===== src/rtl/reg_file_sched.sv =====
// Round-robin scheduler issuing one read or up to two writes per cycle to an 8x8 register file.
// Macro RFSCHED_DUAL_WRITE_EN enables pairing a second, different-address write on port 2.
module reg_file_sched #(
   parameter int NREQ = 4,
   parameter int AW   = 3,
   parameter int DW   = 8
) (
   input  logic               clk,
   input  logic               rst,
   input  logic [NREQ-1:0]    req,
   input  logic [NREQ-1:0]    req_we,
   input  logic [NREQ*AW-1:0] req_addr,
   input  logic [NREQ*DW-1:0] req_wdata,
   output logic [NREQ-1:0]    gnt,
   output logic [NREQ-1:0]    rsp_valid,
   output logic [DW-1:0]      rsp_data,
   output logic [1:0]         rf_rw1w2,
   output logic [AW-1:0]      rf_write_add_1,
   output logic [AW-1:0]      rf_write_add_2,
   output logic [AW-1:0]      rf_read_add,
   output logic [DW-1:0]      rf_write_data_1,
   output logic [DW-1:0]      rf_write_data_2,
   input  logic [DW-1:0]      rf_read_data
);
   localparam int PW = $clog2(NREQ);

   logic [PW-1:0]   r_ptr;
   logic [NREQ-1:0] r_rsp_valid;

   logic [PW-1:0]   w_idx   [NREQ];
   logic [AW-1:0]   w_addr  [NREQ];
   logic [DW-1:0]   w_wdata [NREQ];

   // w_idx[k] is the client visited k steps after the pointer in scan order
   genvar gi;
   generate
      for (gi = 0; gi < NREQ; gi++) begin : g_client
         logic [PW:0] w_sum;
         assign w_sum        = {1'b0, r_ptr} + (PW+1)'(gi);
         assign w_idx[gi]    = (w_sum >= (PW+1)'(NREQ)) ? PW'(w_sum - (PW+1)'(NREQ)) : w_sum[PW-1:0];
         assign w_addr[gi]   = req_addr[gi*AW +: AW];
         assign w_wdata[gi]  = req_wdata[gi*DW +: DW];
      end
   endgenerate

   logic            w_p_found;
   logic [PW-1:0]   w_p_off;
   logic [PW-1:0]   w_p;
   logic [PW-1:0]   w_last;
   logic [PW-1:0]   w_next_ptr;
   logic [NREQ-1:0] w_rd_gnt;
`ifdef RFSCHED_DUAL_WRITE_EN
   logic            w_s_found;
   logic [PW-1:0]   w_s;
`endif

   always_comb begin
      w_p_found = 1'b0;
      w_p_off   = '0;
      for (int k = NREQ-1; k >= 0; k--) begin
         if (req[w_idx[k]]) begin
            w_p_found = 1'b1;
            w_p_off   = PW'(k);
         end
      end
      w_p = w_idx[w_p_off];

`ifdef RFSCHED_DUAL_WRITE_EN
      // Partner must be a later write to a different address, so no write is ever lost
      w_s_found = 1'b0;
      w_s       = '0;
      for (int k = NREQ-1; k >= 1; k--) begin
         if ((k > int'(w_p_off)) && req[w_idx[k]] && req_we[w_idx[k]] &&
             (w_addr[w_idx[k]] != w_addr[w_p])) begin
            w_s_found = 1'b1;
            w_s       = w_idx[k];
         end
      end
`endif

      gnt             = '0;
      rf_rw1w2        = 2'd0;
      rf_read_add     = '0;
      rf_write_add_1  = '0;
      rf_write_data_1 = '0;
      rf_write_add_2  = '0;
      rf_write_data_2 = '0;
      w_rd_gnt        = '0;
      w_last          = w_p;
      w_next_ptr      = r_ptr;

      if (rst && w_p_found) begin
         gnt[w_p] = 1'b1;
         if (!req_we[w_p]) begin
            rf_read_add    = w_addr[w_p];
            w_rd_gnt[w_p]  = 1'b1;
         end else begin
            rf_rw1w2        = 2'd1;
            rf_write_add_1  = w_addr[w_p];
            rf_write_data_1 = w_wdata[w_p];
`ifdef RFSCHED_DUAL_WRITE_EN
            if (w_s_found) begin
               gnt[w_s]        = 1'b1;
               rf_rw1w2        = 2'd3;
               rf_write_add_2  = w_addr[w_s];
               rf_write_data_2 = w_wdata[w_s];
               w_last          = w_s;
            end
`endif
         end
         w_next_ptr = (w_last == PW'(NREQ-1)) ? '0 : w_last + PW'(1);
      end
   end

   always_ff @(posedge clk) begin
      if (!rst) begin
         r_ptr       <= '0;
         r_rsp_valid <= '0;
      end else begin
         r_ptr       <= w_next_ptr;
         r_rsp_valid <= w_rd_gnt;
      end
   end

   assign rsp_valid = r_rsp_valid;
   assign rsp_data  = rf_read_data;

endmodule


===== config.mk =====
export PLATFORM = sky130hd
export DESIGN_NAME = reg_file_sched
export DESIGN_NICKNAME = d
export VERILOG_FILES = /design/src/rtl/reg_file_sched.sv
export SDC_FILE = /design/constraint.sdc
export NUM_CORES = 1
export LEC_CHECK = 0
export BUFFER_PORTS_ARGS = -buffer_cell sky130_fd_sc_hd__buf_2
export CORE_UTILIZATION = 36
export DETAILED_ROUTE_END_ITERATION = 6
export PLACE_DENSITY = 0.81
export SYNTH_ARGS = -nofsm -noshare
export SYNTH_HDL_FRONTEND = slang
export SYNTH_SLANG_ARGS = --single-unit

===== constraint.sdc =====
create_clock -name clk -period 3.3 [get_ports clk]
set_input_delay 0.66 -clock clk [delete_from_list [all_inputs] [get_ports clk]]
set_output_delay 0.66 -clock clk [all_outputs]
set_load 0.01 [all_outputs]

==> out/results.txt, run 1 <==
# Max-Cap Violations = 0
EDFF count, synth = 0
WP data required = 2.64 ns
maximum clock path buffer count = 2
largest net degree at the start of global routing = 17
area growth from synthesis to layout = 34.18%
port bufs = 76
Layout Skew = 0.003766 ns
DRT antenna net count = 0
origin of the critical flop-to-flop path = r_ptr[0]$_SDFFE_PN0P_
Synth Area per Inst = 8.294 sq um
async set-reset flop share out of synthesis = 0
starting density of the core = 0.3762
IO Count = 105
root buf cell = clkbuf_4
Rows = 19
Die Height = 55.45 um
Detailed Place HPWL = 1980 um
worst slack, placed = 0.1641 ns
share of cells above drive strength 1 = 0.5385
clk sink count = 6
Slew HR = 0.6294
most frequent cells after synthesis = 20 x buf_4, 15 x mux2i_1, 12 x nor2_1, 11 x mux2_2, 10 x nor2b_1
Yosys cell types = 30
Die ar. = 3075 sq um
#FFs+latches synth = 6
hold_buf cts = 0
all-layer global routing usage = 0.1496
element type at the critical path end = output port
fin. max-slew vios = 0
CTS clk-pin slew, worst paths = 0.04 ns
# resized after CTS = 0
Setup crit start kind = primary input
TritonCTS buffer count = 3
Die X = 55.45 um
Max Clock Freq = 0.3228 GHz
vias after detailed routing = 1,063
gp weighted congestion = 0.8300
initial antenna violation count = 0
main area contributors after synthesis = buf_4 15%, mux2i_1 15%, mux2_2 12%, dfxtp_1 12%, nor2b_1 6.1%
Total Wirelength = 2266 um
clk_lat worst skew = 0.23 ns
CTS tree = built
post-route setup TNS = 0 ns
crit path kind = in -> out
Worst Path Max Fanout = 9
initial DRC count = 16
period utilization = 0.9386
Main synth FF type = dfxtp_1
Hold Startpoint = r_ptr[0]$_SDFFE_PN0P_
vias in the first global route = 954
DR pass1 iterations = 4
worst slew pin tran = 0.5501 ns
Antenna Cells = 0
Pwr Density = 470.3 nW/um^2
Setup-failing EPs final = 0
sequential share of the synthesized area = 0.1168
Hold Fails Final Rpt = 0
HP Class = reg -> reg
CORE AREA = 2734 sq um
Final min period = 3.098 ns
Ys Warns = 0
postcts setup bufs = 0
Total Power = 649.0 uW
first-pass GRT wire length = 3884 um
fin util = 0.5048
wire length per cell = 10.03 um
outcome = finished, final reports clean
Final #Nets = 263
DRC = 0
cell count after synthesis = 124
Data arrival, critical path = 2.44 ns
final worst slack = 0.2025 ns
Worst Setup SP = req[0]
most numerous cell in the Yosys netlist = buf_4
detailed-route vias per instance = 4.704
post-synth top area share = 0.1460
Max VDD drop = 0.3490 mV
H-tree depth = 1
grt ovf = 0
LEAKAGE = 0.0007701 uW
area leader, netlist = buf_4
mapped cell area = 1028 sq um
RSZ-0062 raised after global routing = false
[layout by cell type, fill, tap and decap left out, types with 6 or more instances in the layout]
cell / instances
buf_2: 76
mux2i_1: 15
nor2_1: 12
conb_1: 12
mux2_2: 11
nor2b_1: 10
a211oi_1: 8
buf_4: 6
dfxtp_1: 6
[sequential cells by signal, indices dropped and copies added (netlist names)]
register	flops
rsp_valid	4
r_ptr	2
[routing by layer]
layer	wire, um	global-route usage	vias to the layer above	part of all wire
met5	0	0	-	0
met4	5	0.04286	0	0.0022
met3	143	0.01874	4	0.063
met2	1175	0.2840	43	0.52
met1	941	0.1727	471	0.42
li1	-	-	545	-
[where the power goes]
group	total, uW	switching [uW]	leakage (uW)	internal (uW)
Combinational	488	248	0.000707	239
Clock	63.5	22.6	0.0000138	40.9
Sequential	98.0	10.9	0.0000492	87.1
[stage by stage]
step | hold WS [ns] | area, sq um | instances
finish | 0.5639 | 1380 | 226
global route | 0.6244 | 1380 | 226
CTS | 0.5611 | 1380 | 226
detailed placement | 0.5507 | 1358 | 223
global placement | 0.5500 | 1358 | 223
floorplan | 0.5184 | 1070 | 135
[critical path: stages]
cell and delay [ns]:
buf_2 0.12, nor2b_1 0.14, or4_4 0.55, nand2_4 0.11, inv_4 0.05, o211ai_2 0.15, nand3_1 0.13, buf_4 0.19
a211oi_1 0.18, buf_2 0.17
[cells by family (layout without fill, tap and decap cells)]
| family | count (synthesis) | count (layout) | synth area share |
|---|---|---|---|
| AOI/OAI and AO/OA | 17 | 17 | 0.1241 |
| and+or+nand+nor | 39 | 39 | 0.2287 |
| muxes | 26 | 26 | 0.2664 |
| other | 1 | 12 | 0.003646 |
| DFF | 6 | 6 | 0.1168 |
| buffers and inverters | 31 | 91 | 0.2117 |
| adders and majority gates | 4 | 4 | 0.04866 |
[area by class of cell]
cell class / instances / area [sq um]
inverters: 5 / 21.27
clock buffers: 3 / 22.52
well taps: 31 / 38.79
flip-flops and latches: 6 / 120.1
multi-input cells: 98 / 732.0
fillers: 276 / 1354
repair buffers: 83 / 445.4
[worst paths after layout]
check	end	slack, ns	cells after the start
max	rf_write_data_1[2]	0.20	10
min	r_ptr[0]$_SDFFE_PN0P_	0.56	2
max reg2reg	rsp_valid[3]$_SDFF_PP0_	1.48	7
min reg2reg	r_ptr[0]$_SDFFE_PN0P_	0.56	2
No activity file was read; power rests on OpenSTA's default activity.
==> run 2, diff against run 1 <==
Clock period 3.3 ns to 2.99 ns, I/O delays scaled along.
==> out/results.txt, run 2 (same netlist as run 1, synthesis figures left out) <==
outcome = finished, final reports clean
Data arrival, critical path = 2.35 ns (-0.09 ns)
vias in the first global route = 1,001 (+4.9%)
Rows = 19 (unchanged)
hold_buf cts = 0 (unchanged)
CP max stage cell = or4_4
Int Pwr = 485.5 uW (+32%)
all-layer global routing usage = 0.1668 (+0.01725)
Final #Nets = 271 (+3.0%)
initial antenna violation count = 0 (unchanged)
Hold Fails Final Rpt = 0 (unchanged)
Worst Path Max Fanout = 5 (-4)
highest-count cells in the layout ignoring fill and taps = 75 x buf_2, 15 x mux2i_1, 12 x conb_1
area growth from synthesis to layout = 49.76%
port bufs = 76 (unchanged)
vias after detailed routing = 1,119 (+5.3%)
maximum clock path buffer count = 2 (unchanged)
period utilization = 0.9873
fin. max-slew vios = 0 (unchanged)
Setup crit start kind = primary input
Die X = 55.45 um (unchanged)
Layout Skew = 0.002982 ns (-0.0007847 ns)
worst slack, placed = 0.01965 ns (-0.1445 ns)
sequential share of power = 0.129 (-0.022)
DRT antenna net count = 0 (unchanged)
CORE AREA = 2734 sq um (unchanged)
detailed-route vias per instance = 4.782 (+1.7%)
TritonCTS buffer count = 3 (unchanged)
critical-path cell list = buf_6, nor2b_4, or4_4, nand2_8, inv_6, o211ai_4, nand3_2, buf_6, a211oi_1, buf_2
WHS Path Cells = 2 (unchanged)
first-pass GRT wire length = 4229 um (+8.9%)
grt ovf = 0 (unchanged)
CTS tree = built
LEAKAGE = 0.0008354 uW (+8.5%)
slowest stage delay, CP = 0.56 ns (about the same)
post-route setup TNS = 0 ns (unchanged)
origin of the critical flop-to-flop path = r_ptr[0]$_SDFFE_PN0P_
final worst slack = 0.03790 ns (-0.1646 ns)
largest net degree at the start of global routing = 17 (unchanged)
r2r setup slk = 1.01 ns (-0.47 ns)
IO Count = 105 (unchanged)
# Max-Cap Violations = 0 (unchanged)
r2r endpoint = rsp_valid[0]$_SDFF_PP0_
crit-path most repeated cell = buf_6
H-tree depth = 1 (unchanged)
Max Clock Freq = 0.3387 GHz
share of cells above drive strength 1 = 0.6010 (+0.06252)
DR pass1 iterations = 4 (unchanged)
clock group share of total power = 0.086 (-0.012)
Worst Setup SP = req[0]
DRC = 0 (unchanged)
Filler Cell Count = 259 (-6.2%)
initial DRC count = 18 (+2)
WP data required = 2.39 ns (-0.25 ns)
Antenna Cells = 0 (unchanged)
fin cells = 234 (+3.5%)
sw power = 365.9 uW (+30%)
clk_lat worst skew = 0.24 ns (about the same)
Total Wirelength = 2648 um (+17%)
Setup-failing EPs final = 0 (unchanged)
Worst Hold Endpoint = r_ptr[0]$_SDFFE_PN0P_
Register-to-Register Path Depth = 8 (+1)
Cells after DPL = 225 (+0.90%)
RSZ-0062 raised after global routing = true
Max VDD drop = 0.4145 mV (+19%)
Top Family by Delay on Critical Path = simple AND/OR/NAND/NOR gates
Pwr Density = 552.8 nW/um^2 (+18%)
CTS clk-pin slew, worst paths = 0.04 ns (about the same)
Combinational Power Share = 0.786 (+0.035)
Hold Startpoint = r_ptr[0]$_SDFFE_PN0P_
Die Height = 55.45 um (unchanged)
Final min period = 2.952 ns
starting density of the core = 0.3762 (unchanged)
gp weighted congestion = 0.8538 (+2.9%)
most common cell after layout, fill and taps aside = buf_2
Detailed Place HPWL = 2059 um (+4.0%)
HP Class = reg -> reg
element type at the critical path end = output port
sw frac = 0.4298 (-0.004152)
crit path kind = in -> out
Buf/Inv on CP = 4 (unchanged)
max reg flops = 4 (unchanged)
wire length per cell = 11.32 um (+13%)
clk sink count = 6 (unchanged)
root buf cell = clkbuf_4
Die ar. = 3075 sq um (unchanged)
[run 2: power by group through the flow]
stage / logic, uW / registers (uW) / clock network (uW)
floorplan: 410 / 110 / 0
global route: 739 / 111 / 79.1
CTS: 559 / 107 / 76.0
finish: 669 / 110 / 72.9
global placement: 550 / 109 / 0
detailed placement: 558 / 108 / 0
[run 2: through the flow]
step	cell area (sq um)	power [uW]	hold WS (ns)	utilization
after floorplan	1070	520.8	0.5184	-
after global placement	1373	659.4	0.5624	0.5021
after detailed placement	1373	666.2	0.5547	0.5021
after CTS	1395	742.0	0.5643	0.5103
after global routing	1540	928.7	0.6290	0.5634
final	1540	851.4	0.5939	0.5634
[run 2: layer usage]
layer  track usage  wire (um)
met1        0.1888       1028
met4       0.06071         42
met2        0.3133       1458
met3       0.02342        118
met5             0          0
[run 2: worst max path at each step]
| stage | to | slack, ns | cells past startpoint |
|---|---|---|---|
| final | rf_write_data_1[1] | 0.04 | 10 |
| after global routing | rf_write_data_1[1] | -0.04 | 10 |
| after CTS | rf_write_data_1[0] | 0.01 | 9 |
| after detailed placement | rf_write_data_1[0] | 0.02 | 9 |
| after global placement | rf_write_data_1[2] | 0.01 | 9 |
| after floorplan | rf_read_add[0] | 0.19 | 8 |
[run 2: what timing repair did]
action                     4_1_cts  5_1_grt
gates resized for setup          0       20
setup endpoints to repair        0       15
buffers inserted                 0        4
[run 2: worst register-to-register path: stages, from the launching register on]
cell	delay, ns
dfxtp_1	0.42
nor2b_4	0.06
or4_4	0.56
nand2_8	0.13
inv_6	0.05
a211o_1	0.28
and2_4	0.17
buf_4	0.13
nor2b_1	0.10
[run 2: area by class of cell]
class	count	area (sq um)	share of cell area
multi-input combinational	98	794.5	0.5158
timing repair buffer	91	540.5	0.3509
clock buffer	3	22.52	0.01462
sequential	6	120.1	0.07799
inverter	5	23.77	0.01543
tap	31	38.79	0.02518
==> run 3, diff against run 2 <==
Clock period 2.99 ns to 2.8 ns, I/O delays scaled along.
==> out/results.txt, run 3 (same netlist as run 1, synthesis figures left out) <==
post-route setup TNS = -0.3321 ns (-0.3321 ns)
WP data required = 2.24 ns (-0.15 ns)
H-tree depth = 1 (unchanged)
CTS tree = built
port bufs = 76 (unchanged)
Final min period = 2.855 ns
grt ovf = 0 (unchanged)
initial DRC count = 15 (-3)
Max VDD drop = 0.4226 mV (+1.9%)
fin cells = 239 (+2.1%)
Setup crit start kind = primary input
most common cell after layout, fill and taps aside = buf_2
share of cells above drive strength 1 = 0.6250 (+0.02401)
Hold Fails Final Rpt = 0 (unchanged)
clk_lat worst skew = 0.24 ns (about the same)
crit path kind = in -> out
gp weighted congestion = 0.8553 (+0.18%)
period utilization = 1.019
final worst slack = -0.05455 ns (-0.09245 ns)
wire length per cell = 10.65 um (-5.9%)
# Max-Cap Violations = 0 (unchanged)
largest net degree at the start of global routing = 21 (+4)
Total Wirelength = 2546 um (-3.9%)
outcome = complete, but fails checks
Cells after DPL = 230 (+2.2%)
failing checks = negative setup slack
detailed-route vias per instance = 4.766 (-0.34%)
final instance area = 1568 sq um (+1.8%)
LEAKAGE = 0.0008570 uW (+2.6%)
TritonCTS buffer count = 3 (unchanged)
first-pass GRT wire length = 4257 um (+0.66%)
IO Count = 105 (unchanged)
root buf cell = clkbuf_4
DRC = 0 (unchanged)
Setup-failing EPs final = 13 (+13)
Die Height = 55.45 um (unchanged)
element type at the critical path end = output port
clk sink count = 6 (unchanged)
Worst Path Max Fanout = 4 (-1)
hold_buf cts = 0 (unchanged)
CTS clk-pin slew, worst paths = 0.04 ns (about the same)
Detailed Place HPWL = 2057 um (-0.11%)
Rows = 19 (unchanged)
RSZ-0062 raised after global routing = true
Pwr Density = 577.6 nW/um^2 (+4.5%)
DRT antenna net count = 0 (unchanged)
max reg flops = 4 (unchanged)
Die X = 55.45 um (unchanged)
CORE AREA = 2734 sq um (unchanged)
initial antenna violation count = 0 (unchanged)
starting density of the core = 0.3762 (unchanged)
Max Clock Freq = 0.3503 GHz
Layout Skew = 0.003174 ns (+0.0001922 ns)
Final #Nets = 276 (+1.8%)
DR pass1 iterations = 4 (unchanged)
Data arrival, critical path = 2.29 ns (-0.06 ns)
maximum clock path buffer count = 2 (unchanged)
highest-count cells in the layout ignoring fill and taps = 75 x buf_2, 15 x mux2i_1, 15 x buf_4
HP Class = reg -> reg
vias after detailed routing = 1,139 (+1.8%)
placed cell areas = 1423 sq um (+3.6%)
Antenna Cells = 0 (unchanged)
Die ar. = 3075 sq um (unchanged)
all-layer global routing usage = 0.1667 (about the same)
WHS = 0.5682 ns (-0.02576 ns)
area growth from synthesis to layout = 52.43%
vias in the first global route = 1,040 (+3.9%)
fin. max-slew vios = 0 (unchanged)
run 3: cell count changes in the layout (fill, tap and decap cells not counted), sizes merged:
cell and delta:
clkbuf -1, buf +6
run 3: power by group:
part	switching, uW	internal (uW)
Clock	27.1	48.2
Sequential	14.8	104
Combinational	337	375
Total	379	526
run 3: final cells by class:
cell class / count / area (sq um)
clock buffer: 3 / 22.52
fill: 256 / 1166
inverter: 5 / 21.27
multi-input combinational: 98 / 787.0
sequential: 6 / 121.4
tap: 31 / 38.79
timing repair buffer: 96 / 576.8
run 3: what timing repair did:
action	CTS	global route
cloned	1	0
buffers inserted	2	3
resized for setup	11	10
pin swaps	4	6
endpoints found under the setup margin	15	16
run 3: critical path: stages:
cell,delay [ns]
buf_8,0.10
nor2b_4,0.12
or4_4,0.54
nand2_4,0.12
inv_4,0.04
a211o_1,0.31
and2_4,0.17
nor3_2,0.18
buf_2,0.15
run 3: final timing paths:
check,start,slack (ns),end,cells after the start
max,req[0],-0.05,rf_read_add[0],9
min reg2reg,r_ptr[0]$_SDFFE_PN0P_,0.57,r_ptr[0]$_SDFFE_PN0P_,2
min,r_ptr[0]$_SDFFE_PN0P_,0.57,r_ptr[0]$_SDFFE_PN0P_,2
max reg2reg,r_ptr[1]$_SDFFE_PN0P_,0.85,rsp_valid[3]$_SDFF_PP0_,8
run 3: metal layers:
| metal | GRT usage | up-vias | routed length (um) |
|---|---|---|---|
| met5 | 0 | - | 0 |
| met4 | 0.06786 | 0 | 33 |
| met3 | 0.01874 | 8 | 130 |
| met2 | 0.3064 | 43 | 1362 |
| met1 | 0.1942 | 521 | 1019 |
| li1 | - | 567 | - |
run 3: stage by stage:
stage	utilization	total power (uW)	setup WS [ns]
floorplan	-	556.1	0.07435
global placement	0.5204	742.7	-0.04215
detailed placement	0.5204	751.1	-0.09362
CTS	0.5533	877.4	-0.04839
global route	0.5735	989.5	-0.1468
finish	0.5735	905.5	-0.05455
